**config.mk**
```make
export PLATFORM = sky130hd
export DESIGN_NAME = fetch_unit_flat
export DESIGN_NICKNAME = d
export VERILOG_FILES = /design/src/rtl/fetch_unit_pkg.sv /design/src/rtl/fetch_unit_if.sv /design/src/rtl/fetch_fifo.sv /design/src/rtl/fetch_unit.sv /design/src/flat_wrapper.sv
export SDC_FILE = /design/constraint.sdc
export NUM_CORES = 1
export LEC_CHECK = 0
export ABC_AREA = 1
export CORE_AREA = 10 10 172 174
export CTS_CLUSTER_SIZE = 28
export DETAILED_ROUTE_END_ITERATION = 8
export DIE_AREA = 0 0 182 184
export MAX_ROUTING_LAYER = met4
export PLACE_DENSITY = 0.83
export SYNTH_ARGS = -nofsm -noshare
export SYNTH_HDL_FRONTEND = slang
export SYNTH_SLANG_ARGS = --single-unit
```
**constraint.sdc**
```tcl
create_clock -name clk -period 5.2 [get_ports clk]
set_input_delay 0.78 -clock clk [delete_from_list [all_inputs] [get_ports clk]]
set_output_delay 0.78 -clock clk [all_outputs]
set_load 0.01 [all_outputs]
```
**src/rtl/fetch_unit_pkg.sv**
```systemverilog
// Shared types and constants for the instruction fetch stage.
// Also used by the decode side for bubble insertion.
package fetch_unit_pkg;

  localparam int XLEN               = 32;
  localparam int DEFAULT_FIFO_DEPTH = 4;

  typedef logic [XLEN-1:0] word_t;

  localparam word_t DEFAULT_RESET_PC = 32'h0000_0000;
  localparam word_t INSTR_NOP        = 32'h0000_0013;
  localparam word_t ADDR_ALIGN_MASK  = ~XLEN'(3);
  localparam word_t INSTR_BYTES      = XLEN'(4);

  typedef struct packed {
    word_t pc;
    word_t inst;
  } fetch_entry_t;

  function automatic word_t align_pc(input word_t pc);
    return pc & ADDR_ALIGN_MASK;
  endfunction

endpackage

```
**src/rtl/fetch_unit_if.sv**
```systemverilog
// Fetch-stage bus: redirect from the core, instruction-memory request/response,
// and the instruction delivery handshake toward decode.
interface fetch_unit_if;
  import fetch_unit_pkg::*;

  logic  redirect_valid;
  word_t redirect_pc;

  logic  mem_req_valid;
  word_t mem_req_addr;
  logic  mem_req_ready;
  logic  mem_rsp_valid;
  word_t mem_rsp_data;

  logic  inst_valid;
  word_t inst_data;
  word_t inst_pc;
  logic  inst_ready;

  modport master (
    input  redirect_valid, redirect_pc,
    output mem_req_valid, mem_req_addr,
    input  mem_req_ready, mem_rsp_valid, mem_rsp_data,
    output inst_valid, inst_data, inst_pc,
    input  inst_ready
  );

  modport slave (
    output redirect_valid, redirect_pc,
    input  mem_req_valid, mem_req_addr,
    output mem_req_ready, mem_rsp_valid, mem_rsp_data,
    input  inst_valid, inst_data, inst_pc,
    output inst_ready
  );

endinterface

```
**src/rtl/fetch_fifo.sv**
```systemverilog
// Registered prefetch FIFO of {pc, inst} entries; flush wins over push,
// and push+pop in one cycle is accepted even when full.
module fetch_fifo
  import fetch_unit_pkg::*;
#(
  parameter  int DEPTH = DEFAULT_FIFO_DEPTH,
  localparam int CNT_W = $clog2(DEPTH) + 1
) (
  input  logic             clk,
  input  logic             reset,
  input  logic             flush,
  input  logic             push,
  input  fetch_entry_t     push_entry,
  input  logic             pop,
  output fetch_entry_t     head,
  output logic [CNT_W-1:0] count,
  output logic             full,
  output logic             empty
);

  localparam int PTR_W = $clog2(DEPTH);

  fetch_entry_t     mem [DEPTH];
  logic [PTR_W-1:0] wr_ptr;
  logic [PTR_W-1:0] rd_ptr;
  logic             do_push;
  logic             do_pop;

  assign empty   = (count == '0);
  assign full    = (count == CNT_W'(DEPTH));
  assign do_pop  = pop && !empty;
  assign do_push = push && !flush && (!full || do_pop);
  assign head    = mem[rd_ptr];

  always_ff @(posedge clk) begin
    if (reset || flush) begin
      wr_ptr <= '0;
      rd_ptr <= '0;
      count  <= '0;
    end else begin
      if (do_push) wr_ptr <= wr_ptr + PTR_W'(1);
      if (do_pop)  rd_ptr <= rd_ptr + PTR_W'(1);
      count <= count + CNT_W'(do_push) - CNT_W'(do_pop);
    end
  end

  // NOTE: storage is deliberately not reset; occupancy is tracked only by
  // count and the pointers, so stale words are never observed.
  always_ff @(posedge clk) begin
    if (do_push) mem[wr_ptr] <= push_entry;
  end

endmodule

```
**src/rtl/fetch_unit.sv**
```systemverilog
// Instruction fetch stage: PC generation, credit-based request throttling,
// stale-response dropping after redirects, and prefetch buffering.
module fetch_unit
  import fetch_unit_pkg::*;
#(
  parameter word_t RESET_PC   = DEFAULT_RESET_PC,
  parameter int    FIFO_DEPTH = DEFAULT_FIFO_DEPTH
) (
  input logic          clk,
  input logic          reset,
  fetch_unit_if.master bus
);

  localparam int CNT_W = $clog2(FIFO_DEPTH) + 1;
  typedef logic [CNT_W-1:0] cnt_t;

  word_t          fetch_pc;
  word_t          rsp_pc;
  word_t          redirect_target;
  cnt_t           in_flight;
  cnt_t           in_flight_next;
  cnt_t           drop_cnt;
  cnt_t           fifo_count;
  logic [CNT_W:0] credit_used;
  logic           req_fire;
  logic           rsp_fire;
  logic           rsp_drop;
  logic           push;
  logic           pop;
  logic           fifo_full;
  logic           fifo_empty;
  fetch_entry_t   push_entry;
  fetch_entry_t   head;

  assign redirect_target = align_pc(bus.redirect_pc);

  // Every live request owns a FIFO slot, so responses never need back-pressure.
  assign credit_used = {1'b0, fifo_count} + {1'b0, in_flight} - {1'b0, drop_cnt};

  assign bus.mem_req_valid = !reset && !bus.redirect_valid &&
                             (credit_used < (CNT_W + 1)'(FIFO_DEPTH));
  assign bus.mem_req_addr  = fetch_pc;
  assign req_fire          = bus.mem_req_valid && bus.mem_req_ready;

  // NOTE: every signal driven here gets a default first so no latch is inferred.
  always_comb begin
    rsp_fire = bus.mem_rsp_valid && !reset;
    rsp_drop = 1'b0;
    push     = 1'b0;
    if (rsp_fire) begin
      if (drop_cnt != '0)            rsp_drop = 1'b1;
      else if (!bus.redirect_valid)  push     = 1'b1;
    end
    in_flight_next = in_flight + cnt_t'(req_fire) - cnt_t'(rsp_fire);
  end

  assign push_entry = '{pc: rsp_pc, inst: bus.mem_rsp_data};
  assign pop        = bus.inst_valid && bus.inst_ready;

  fetch_fifo #(
    .DEPTH (FIFO_DEPTH)
  ) u_fifo (
    .clk        (clk),
    .reset      (reset),
    .flush      (bus.redirect_valid),
    .push       (push),
    .push_entry (push_entry),
    .pop        (pop),
    .head       (head),
    .count      (fifo_count),
    .full       (fifo_full),
    .empty      (fifo_empty)
  );

  assign bus.inst_valid = !reset && !fifo_empty;
  assign bus.inst_data  = head.inst;
  assign bus.inst_pc    = head.pc;

  // NOTE: state registers use non-blocking assignments so every flop samples
  // pre-edge values regardless of statement order.
  always_ff @(posedge clk) begin
    if (reset) begin
      fetch_pc  <= RESET_PC;
      rsp_pc    <= RESET_PC;
      in_flight <= '0;
      drop_cnt  <= '0;
    end else begin
      in_flight <= in_flight_next;
      if (bus.redirect_valid) begin
        // Everything still outstanding after this cycle belongs to the old stream.
        fetch_pc <= redirect_target;
        rsp_pc   <= redirect_target;
        drop_cnt <= in_flight_next;
      end else begin
        if (req_fire) fetch_pc <= fetch_pc + INSTR_BYTES;
        if (push)     rsp_pc   <= rsp_pc + INSTR_BYTES;
        if (rsp_drop) drop_cnt <= drop_cnt - cnt_t'(1);
      end
    end
  end

  rsp_has_request: assert property (@(posedge clk) disable iff (reset)
    bus.mem_rsp_valid |-> (in_flight != '0));

  push_has_room: assert property (@(posedge clk) disable iff (reset)
    push |-> !fifo_full);

endmodule
```
**src/flat_wrapper.sv**
```systemverilog
// flat-port wrapper written by rule: the top's interface ports become plain ports
module fetch_unit_flat import fetch_unit_pkg::*;
#(
  parameter word_t RESET_PC   = DEFAULT_RESET_PC,
  parameter int    FIFO_DEPTH = DEFAULT_FIFO_DEPTH
)
  (clk, reset, bus_redirect_valid, bus_redirect_pc, bus_mem_req_valid, bus_mem_req_addr, bus_mem_req_ready, bus_mem_rsp_valid, bus_mem_rsp_data, bus_inst_valid, bus_inst_data, bus_inst_pc, bus_inst_ready);
  fetch_unit_if bus_i ();
  input logic clk;
  input logic reset;
  input wire logic [$bits(bus_i.redirect_valid)-1:0] bus_redirect_valid;
  input wire logic [$bits(bus_i.redirect_pc)-1:0] bus_redirect_pc;
  output wire logic [$bits(bus_i.mem_req_valid)-1:0] bus_mem_req_valid;
  output wire logic [$bits(bus_i.mem_req_addr)-1:0] bus_mem_req_addr;
  input wire logic [$bits(bus_i.mem_req_ready)-1:0] bus_mem_req_ready;
  input wire logic [$bits(bus_i.mem_rsp_valid)-1:0] bus_mem_rsp_valid;
  input wire logic [$bits(bus_i.mem_rsp_data)-1:0] bus_mem_rsp_data;
  output wire logic [$bits(bus_i.inst_valid)-1:0] bus_inst_valid;
  output wire logic [$bits(bus_i.inst_data)-1:0] bus_inst_data;
  output wire logic [$bits(bus_i.inst_pc)-1:0] bus_inst_pc;
  input wire logic [$bits(bus_i.inst_ready)-1:0] bus_inst_ready;
  assign bus_i.redirect_valid = bus_redirect_valid;
  assign bus_i.redirect_pc = bus_redirect_pc;
  assign bus_mem_req_valid = bus_i.mem_req_valid;
  assign bus_mem_req_addr = bus_i.mem_req_addr;
  assign bus_i.mem_req_ready = bus_mem_req_ready;
  assign bus_i.mem_rsp_valid = bus_mem_rsp_valid;
  assign bus_i.mem_rsp_data = bus_mem_rsp_data;
  assign bus_inst_valid = bus_i.inst_valid;
  assign bus_inst_data = bus_i.inst_data;
  assign bus_inst_pc = bus_i.inst_pc;
  assign bus_i.inst_ready = bus_inst_ready;
  fetch_unit #(.RESET_PC(RESET_PC), .FIFO_DEPTH(FIFO_DEPTH)) u_core (.clk(clk), .reset(reset), .bus(bus_i));
endmodule
```
==> flow_summary_export.csv <==
group,metric,value,unit
timing,final-setup-viol-count,0,
synth,synthCells,1423,
pwr,total_power,5730,uW
cells_and_area,final_core_util,0.662,
synth,synthTopCellsByCount,"edfxtp_1 (248), nand2_1 (215), nor2_1 (213), o21ai_0 (165), inv_1 (119)",
pwr,comb_power_share,0.086,
timing,tns,0,ps
clocking,htreeDepth,1,
pwr,p_leak,0.00623,uW
detailed_routing,routed_via_density,5.66,
clocking,cts_buffers,31,
synth,synth_seq_cells,323,
detailed_routing,post_drt_wl_per_cell,17.8,um
clocking,clk_pin_slew_worst_paths,60,ps
clocking,clk_latency,550,ps
placement,post_dp_cell_area,16100,um2
grt,grt_pass1_vias,10500,
pwr,power.internal,4430,uW
grt,antenna_found_initial,0,
detailed_routing,ant_nets,0,
cells_and_area,antenna_cells,0,
pwr,p_switching,1300,uW
min_path,hp-class,"reg2reg",
grt,grt_overflow,0,
placement,io_buffers,161,
pwr,irDropWorstVdd,248,uV
timing,fmax,0.252,GHz
placement,hpwl,22300,um
cells_and_area,nNetsFinal,1656,
clocking,cts_resized,0,
clocking,post_cts_buffers,0,
die,io_pins,168,
detailed_routing,drt_wl_total,34400,um
synth,yosys.area.top_type_share,0.523,
clocking,holdBufCountCts,0,
die,die_x,182,um
clocking,clockRootBuffer,"clkbuf_16",
timing,timing.final.crit_share,0.764,
synth,ys_warn_count,0,
die,die_area,33500,um2
critical_path,cp_max_fo,47,
die,initial_core_util,0.549,
detailed_routing,dr.pass1.iters,5,
outcome,status,"finished, final reports clean",
detailed_routing,drc,0,
synth,synth_ff_type,"edfxtp_1",
die,num_rows,59,
clocking,cts_buffer_depth,3,
critical_path,crit_arrival,3190,ps
timing,relSlewSlack,0.319,
timing,fin_worst_skew,14.0,ps
pwr,sequentialPowerShare,0.511,
detailed_routing,num_vias,10900,
cells_and_area,area_delta_synth_final,20.6,%
die,die_h,184,um
timing,drv_slew,0,
die,core,25900,um2
synth,avgSynthCellArea,10.0,um2
synth,synth_most_common_cell,"edfxtp_1",
placement,gp_congestion,0.908,
grt,grt_pass1_wl,54400,um
synth,synth_edf_count,248,
pwr,switching_share,0.227,
timing,finalHoldViolCount,0,
pwr,p_clk_frac,0.403,
synth,ys_seq_area_frac,0.629,
grt,gr-usage-all-layers,0.203,
run,maxCapViolations,0,
synth,synthesis.area,14200,um2
synth,async_flop_share,0,
critical_path,worstSetupPathType,"reg2out",
clocking,cts_tree,"done",
critical_path,cp.required,4420,ps
critical_path,worstSetupStartpointType,"flip-flop",
timing,rsz0062_at_grt,"no",
detailed_routing,drt_iter0_markers,1003,
grt,grt_max_degree,80,
clocking,cts.sinks,323,
cells_and_area,drive_above_1_share,0.0691,
synth,synth.area.top_cells,"edfxtp_1 (52%), dfxtp_1 (11%), o21ai_0 (5.8%), nand2_1 (5.7%), nor2_1 (5.6%)",
synth,yosys.area.top_type,"edfxtp_1",
cells_and_area,fin_area,17200,um2
pwr,p_per_area,334,nW/um2
timing,finalCriticalPeriod,3970,ps
critical_path,endpoint_kind,"output port",
timing,worstMarginPinSlew,1020,ps
synth,ys_types,44,
==> worst max-delay path, stage by stage (launching register included) <==
cell	delay [ps]
dfxtp_4	640
clkinv_2	610
buf_4	460
o21ai_0	240
o22ai_1	110
clkdlybuf4s50_1	560
==> cells by family (layout without fill, tap and decap cells) <==
| family | after synthesis | after routing | synth area share |
|---|---|---|---|
| AND/OR/NAND/NOR | 576 | 576 | 0.174 |
| flip-flops | 323 | 323 | 0.629 |
| AO/OA/AOI/OAI | 301 | 301 | 0.116 |
| buffers and inverters | 191 | 356 | 0.0549 |
| adder cells (fa/ha/maj) | 19 | 19 | 0.0188 |
| XOR/XNOR | 12 | 12 | 0.00739 |
| other | 1 | 4 | 0.000264 |
==> per-stage QoR <==
stage / setup slack [ps] / hold WS (ps) / std cells
final: 1230 / 471 / 1926
after global routing: 1030 / 489 / 1926
after CTS: 1190 / 463 / 1926
after detailed placement: 1500 / 455 / 1869
after global placement: 1530 / 446 / 1869
after floorplan: 582 / 436 / 1426
==> power by group through the flow <==
stage | Sequential [uW] | Combinational, uW | Clock (uW)
after global routing | 2930 | 554 | 2430
final | 2920 | 493 | 2310
after global placement | 2970 | 473 | 0
after floorplan | 2960 | 280 | 0
after detailed placement | 2980 | 491 | 0
after CTS | 2920 | 495 | 2340
==> path summary, 6_finish.rpt <==
| check | start | endpoint | slack, ps | cells past startpoint |
|---|---|---|---|---|
| worst max register to register | u_core.u_fifo.count[1] | u_core.drop_cnt[2] | 1550 | 19 |
| worst min-delay path | u_core.u_fifo.rd_ptr[0] | flip-flop | 470 | 2 |
| worst min register to register | u_core.u_fifo.rd_ptr[0] | flip-flop | 470 | 2 |
| worst max-delay path | flip-flop | bus_inst_pc[17] | 1230 | 5 |
==> state kept, by name, summed over array words and instances (netlist names), named ones only <==
signal	count
u_core.u_fifo.mem	248
u_core.bus.mem_req_addr	30
u_core.rsp_pc	30
u_core.drop_cnt	3
u_core.in_flight	3
u_core.u_fifo.count	3
u_core.u_fifo.rd_ptr	2
u_core.u_fifo.wr_ptr	2
==> metal layers <==
metal | vias to the layer above | wire length, um | global-route usage
met5 | - | 0 | -
met1 | 5121 | 14200 | 0.253
met3 | 74 | 3000 | 0.0350
li1 | 5195 | - | -
met2 | 520 | 16400 | 0.335
met4 | 0 | 805 | 0.0602
==> cell type report <==
cell class,instances,area (um2)
sequential,323,8950
fill,1942,8750
multi-input combinational,912,4540
timing repair buffer,175,1710
clock buffer,36,846
inverter,124,469
tap,335,419
clock inverter,21,225
==> cell usage in the layout (no fill, tap or decap), drive strengths merged, types with 4 or more instances in the layout <==
cell type	Yosys	layout
clkinv	0	16
fa	4	4
nand2	221	221
o21bai	4	4
nand4	10	10
a21oi	45	45
xor2	9	9
clkbuf	43	36
a31oi	7	7
dfxtp	75	75
ha	15	15
bufinv	0	4
nor3	6	6
nor2	229	229
inv	124	125
edfxtp	248	248
clkdlybuf4s50	0	160
conb	1	4
o21ai	171	171
nand3	103	103
o22ai	64	64
buf	24	15
Note: power is estimated with default switching activity, not from simulation.
